### config.mk
export PLATFORM = sky130hd
export DESIGN_NAME = timer_datapath
export DESIGN_NICKNAME = d
export VERILOG_FILES = /design/src/rtl/timer_pkg.sv /design/src/rtl/bcd_digit_dec.sv /design/src/rtl/timer_datapath.sv
export SDC_FILE = /design/constraint.sdc
export NUM_CORES = 1
export LEC_CHECK = 0
export ABC_AREA = 1
export CORE_MARGIN = 3
export CORE_UTILIZATION = 30
export DETAILED_ROUTE_END_ITERATION = 8
export REMOVE_ABC_BUFFERS = 1
export SYNTH_ARGS = -nofsm -noshare
export SYNTH_HDL_FRONTEND = slang
export SYNTH_HIERARCHICAL = 1
export SYNTH_SLANG_ARGS = --single-unit
### constraint.sdc
create_clock -name CLK -period 2.85 [get_ports CLK]
set_clock_uncertainty 0.05 [all_clocks]
set_input_delay 0.4275 -clock CLK [delete_from_list [all_inputs] [get_ports CLK]]
set_output_delay 0.4275 -clock CLK [all_outputs]
set_load 0.1 [all_outputs]
### src/rtl/timer_pkg.sv
// Shared constants for the egg-timer controller and countdown datapath:
// controller state encoding and BCD digit limits.
package timer_pkg;

    localparam logic [2:0] ST_RESET   = 3'b000;
    localparam logic [2:0] ST_SET_SEC = 3'b001;
    localparam logic [2:0] ST_SET_MIN = 3'b010;
    localparam logic [2:0] ST_READY   = 3'b011;
    localparam logic [2:0] ST_RUN     = 3'b100;
    localparam logic [2:0] ST_PAUSE   = 3'b101;
    localparam logic [2:0] ST_DONE    = 3'b110;

    localparam int BCD_W        = 4;
    localparam int SEC_TENS_MAX = 5;
    localparam int DIGIT_MAX    = 9;

endpackage

### src/rtl/bcd_digit_dec.sv
// One BCD digit with clamped load and borrow-chained decrement.
// Wraps to MAX_VAL on borrow unless hold_i blocks the whole chain.
module bcd_digit_dec
    import timer_pkg::*;
#(
    parameter int MAX_VAL = DIGIT_MAX
) (
    input  logic             clk_i,
    input  logic             rst_ni,
    input  logic             clr_i,
    input  logic             load_i,
    input  logic [BCD_W-1:0] load_val_i,
    input  logic             dec_i,
    input  logic             hold_i,
    output logic [BCD_W-1:0] value_o,
    output logic             borrow_o
);

    localparam logic [BCD_W-1:0] MAX_D = BCD_W'(MAX_VAL);

    logic [BCD_W-1:0] value_q, value_d;

    always_comb begin
        value_d = value_q;
        if (clr_i) begin
            value_d = '0;
        end else if (load_i) begin
            value_d = (load_val_i > MAX_D) ? MAX_D : load_val_i;
        end else if (dec_i && !hold_i) begin
            value_d = (value_q == '0) ? MAX_D : value_q - 1'b1;
        end
    end

    always_ff @(posedge clk_i or negedge rst_ni) begin
        if (!rst_ni) begin
            value_q <= '0;
        end else begin
            value_q <= value_d;
        end
    end

    assign value_o  = value_q;
    assign borrow_o = dec_i && (value_q == '0);

endmodule

### src/rtl/timer_datapath.sv
// Egg-timer countdown datapath: BCD mm:ss register, 1 Hz prescaler,
// zero detect and alarm blink, all steered by the controller state.
module timer_datapath
    import timer_pkg::*;
#(
    parameter int TICK_DIV  = 50000000,
    parameter int BLINK_DIV = 25000000
) (
    input  logic       CLK,
    input  logic       RST_N,
    input  logic [2:0] STATE,
    input  logic [7:0] SW,
    output logic [7:0] MIN,
    output logic [7:0] SEC,
    output logic       ZERO,
    output logic       TICK,
    output logic       ALARM
);

    localparam int PW = (TICK_DIV > 1) ? $clog2(TICK_DIV) : 1;
    localparam int BW = (BLINK_DIV > 1) ? $clog2(BLINK_DIV) : 1;
    localparam logic [PW-1:0] PRESC_LAST = PW'(TICK_DIV - 1);
    localparam logic [BW-1:0] BLINK_LAST = BW'(BLINK_DIV - 1);

    logic [2:0] st;
    logic       st_clr, st_set_sec, st_set_min;

    // The illegal encoding 111 behaves exactly like ST_RESET.
    assign st         = (STATE == 3'b111) ? ST_RESET : STATE;
    assign st_clr     = (st == ST_RESET);
    assign st_set_sec = (st == ST_SET_SEC);
    assign st_set_min = (st == ST_SET_MIN);

    logic [PW-1:0] presc_q, presc_d;
    logic          tick_q, tick_d;
    logic          tick_fire;

    always_comb begin
        presc_d   = '0;
        tick_fire = 1'b0;
        case (st)
            ST_RUN: begin
                tick_fire = (presc_q == PRESC_LAST);
                presc_d   = tick_fire ? '0 : presc_q + 1'b1;
            end
            ST_PAUSE: presc_d = presc_q;
            default:  presc_d = '0;
        endcase
        tick_d = tick_fire;
    end

    logic [BW-1:0] blink_q, blink_d;
    logic          alarm_q, alarm_d;

    always_comb begin
        blink_d = '0;
        alarm_d = 1'b0;
        if (st == ST_DONE) begin
            if (blink_q == BLINK_LAST) begin
                blink_d = '0;
                alarm_d = ~alarm_q;
            end else begin
                blink_d = blink_q + 1'b1;
                alarm_d = alarm_q;
            end
        end
    end

    always_ff @(posedge CLK or negedge RST_N) begin
        if (!RST_N) begin
            presc_q <= '0;
            tick_q  <= 1'b0;
            blink_q <= '0;
            alarm_q <= 1'b0;
        end else begin
            presc_q <= presc_d;
            tick_q  <= tick_d;
            blink_q <= blink_d;
            alarm_q <= alarm_d;
        end
    end

    // borrow[4] means the tick arrived at 00:00; it freezes every digit so nothing wraps.
    logic [4:0] borrow;
    logic [3:0] sec_u, sec_t, min_u, min_t;

    assign borrow[0] = tick_fire;

    bcd_digit_dec #(.MAX_VAL(DIGIT_MAX)) u_sec_u (
        .clk_i(CLK), .rst_ni(RST_N), .clr_i(st_clr),
        .load_i(st_set_sec), .load_val_i(SW[3:0]),
        .dec_i(borrow[0]), .hold_i(borrow[4]),
        .value_o(sec_u), .borrow_o(borrow[1])
    );

    bcd_digit_dec #(.MAX_VAL(SEC_TENS_MAX)) u_sec_t (
        .clk_i(CLK), .rst_ni(RST_N), .clr_i(st_clr),
        .load_i(st_set_sec), .load_val_i(SW[7:4]),
        .dec_i(borrow[1]), .hold_i(borrow[4]),
        .value_o(sec_t), .borrow_o(borrow[2])
    );

    bcd_digit_dec #(.MAX_VAL(DIGIT_MAX)) u_min_u (
        .clk_i(CLK), .rst_ni(RST_N), .clr_i(st_clr),
        .load_i(st_set_min), .load_val_i(SW[3:0]),
        .dec_i(borrow[2]), .hold_i(borrow[4]),
        .value_o(min_u), .borrow_o(borrow[3])
    );

    bcd_digit_dec #(.MAX_VAL(DIGIT_MAX)) u_min_t (
        .clk_i(CLK), .rst_ni(RST_N), .clr_i(st_clr),
        .load_i(st_set_min), .load_val_i(SW[7:4]),
        .dec_i(borrow[3]), .hold_i(borrow[4]),
        .value_o(min_t), .borrow_o(borrow[4])
    );

    assign MIN   = {min_t, min_u};
    assign SEC   = {sec_t, sec_u};
    assign ZERO  = (MIN == 8'h00) && (SEC == 8'h00);
    assign TICK  = tick_q;
    assign ALARM = alarm_q;

endmodule

==> flow_summary.ini <==
[outcome]
status = completed

[logic_synthesis]
syn_inst = 720
synth_compound_area_frac = 0.02991
synthAdderAreaFrac = 0.02670
netlist_area_um2 = 4686
yosysMostFrequentCell = nand2_1
synthTopCellsByArea = dfrtp_1 37%, nand2_1 17%, nor2_1 12%, inv_1 7.6%, nand3_1 6.9%
synth_top_family_by_area = simple AND/OR/NAND/NOR gates
async_reset_ff_frac = 1.000
synth.top_cell.area_share = 0.3685
ys_top_cells_by_count = 209 x nand2_1, 153 x nor2_1, 95 x inv_1
synthMuxAreaShare = 0
synth-edff-count = 0
synth_xor_area_frac = 0.03925
ys_seq_area_frac = 0.3685
synth.avg_cell_area_um2 = 6.508
synth_simple_gate_area_frac = 0.4457
synth_warnings = 6
ys.flop_type = dfrtp_1
synth_cell_types = 30
ys_seq_elements = 69
yosysTopAreaCell = dfrtp_1

[clock_tree]
clk_pin_slew_ps = 60
cts_buffers = 9
post-cts-setup-buffer-count = 0
h-tree-depth = 3
cts_tree = done
insertion_delay_ps = 330
clockBufferDepth = 2
clock_sinks = 69
cts_root_buf = clkbuf_16

[power_and_ir_drop]
power_density_nw_per_um2 = 703.9
vdd_drop_max_mv = 0.5954
total_leakage_power_nw = 2.463

[timing]
setup_viol = 0
hold_viol_final = 0
fin_ws_ps = 321.2
period_needed_ps = 2529
rsz0062_at_grt = false
worst_slew_pin_slew_ps = 911.9
fin_crit_sh = 0.8873
finalMaxSlewViolations = 0
fmax_ghz = 0.3954
whs_ps = 175.2
relSlewSlack = 0.3920

[grt]
grt.total_usage = 0.1396
antenna_found_initial = 0
grt_pass1_vias = 4073
grt_first_pass_wirelength_um = 19200
grt.overflow.total = 0
grt_max_degree = 70

[placed_design]
post-place-ws_ps = -6.492
place.gp.congestion = 0.8408
portBuffers = 31
dp_hpwl_um = 8340

[layout]
layout-drive-gt1-share = 0.1213
fin_nets = 793
n_fill_cell = 1609
areaGrowthSynthToFinish_pct = 20.77
num_antenna_cells = 0

[floorplan]
fp.dieArea_um2 = 17150
fp-row-count = 45
die_h_um = 131.0
initial_core_util = 0.3071
coreArea_um2 = 15260
die_w_um = 131.0
ios = 32

[worst_setup_path]
cp.required_ps = 3020
crit_path_end_kind = flip-flop
crit_type = reg -> reg
arrival_ps = 2700
crit_path_start_kind = flip-flop
worstPathMaxFanout = 4

[job]
maxCapViolations = 0

[detailed_routing]
drt_iter0_drc = 272
drc = 0
vias = 4358
avgViaCountPerCell = 4.420
finalWirelength_um = 11240
first_pass_iters = 5
ant_nets = 0
wl_per_cell_um = 11.40

[min_path]
hold_path.class = in -> async
## kinds of logic after synthesis
family,Yosys count
flops,69
xor+xnor,21
simple gates,488
fa+ha+maj,10
buf+inv,108
compound gates,24
## timing repair
action	CTS	global route
endpoints found under the setup margin	0	16
gates resized for setup	0	10
hold endpoints to repair	0	0
hold buffers	0	0
## worst max-delay path, stage by stage, from the launching register on
cell	delay, ps
dfrtp_1	400
ha_4	160
nand3_1	90
inv_1	80
nand2_2	60
nor2_2	130
nand3_4	120
nor2_2	120
inv_1	50
nor2_1	130
inv_1	70
nor2_2	120
inv_1	60
nor2_2	120
inv_1	80
nor2_4	130
inv_1	50
nand2_1	120
nand2_2	90
nand2_1	70
nand2_1	40
nand2_1	50
nor2_1	40
## stage by stage
| stage | util | cell area, µm² | TNS (ps) | total power, W | instances |
|---|---|---|---|---|---|
| after global routing | 0.3709 | 5659 | 0 | 0.004226 | 986 |
| final | 0.3709 | 5659 | 0 | 0.003984 | 986 |
| after CTS | 0.3687 | 5625 | 0 | 0.004021 | 986 |
| after global placement | 0.3458 | 5276 | 0 | 0.002683 | 970 |
| after floorplan | - | 4647 | -106.6 | 0.002326 | 714 |
| after detailed placement | 0.3458 | 5276 | -6.492 | 0.002682 | 970 |
## cell usage in the layout (no fill, tap or decap), drive strengths merged
cell type,n
a211oi,1
a21oi,10
and2,1
buf,34
bufinv,3
clkbuf,10
clkdlybuf4s50,11
clkinv,1
clkinvlp,2
dfrtp,69
ha,10
inv,102
nand2,218
nand3,66
nand3b,2
nand4,14
nor2,168
nor3,12
nor3b,2
nor4,4
o21ai,12
o21bai,1
or2,1
xnor2,5
xor2,16
## worst paths after layout
check,depth (start not counted),to,slack [ps],start
min in group CLK,1,blink_q[0],410,blink_q[0]
max reg2reg,22,u_sec_t/value_o[3],320,presc_q[0]
max,22,u_sec_t/value_o[3],320,presc_q[0]
min,1,blink_q[3],180,RST_N
min reg2reg,1,blink_q[0],410,blink_q[0]
max in group asynchronous,1,presc_q[1],1920,RST_N
## area by class of cell
cell class                      count  area [µm²]  area share
Tap cell                          211       264.0     0.04665
Multi-Input combinational cell    543        2570      0.4541
Clock buffer                       10       239.0     0.04223
Clock inverter                      6       110.1     0.01946
Timing Repair Buffer               45       365.4     0.06456
Inverter                          102       382.9     0.06765
Sequential cell                    69        1728      0.3053
## flip-flops by register name (all words and copies together) (netlist names)
register	flops
u_min_t/value_o	4
presc_q	26
blink_q	25
u_min_u/value_o	4
u_sec_t/value_o	4
ALARM	1
u_sec_u/value_o	4
TICK	1
## layer usage
| metal | routed length [µm] | global-route usage |
|---|---|---|
| met5 | 0 | 0 |
| met4 | 122 | 0.03630 |
| met3 | 402 | 0.03496 |
| met2 | 5092 | 0.2195 |
| met1 | 5623 | 0.1919 |
## power by group
part	leakage (nW)	internal (W)	switching, W
clock network	0.165	0.000877	0.000436
logic	1.36	0.000355	0.00111
registers	0.942	0.00107	0.000135
total	2.46	0.00230	0.00168
(Power assumes the default switching activity.)
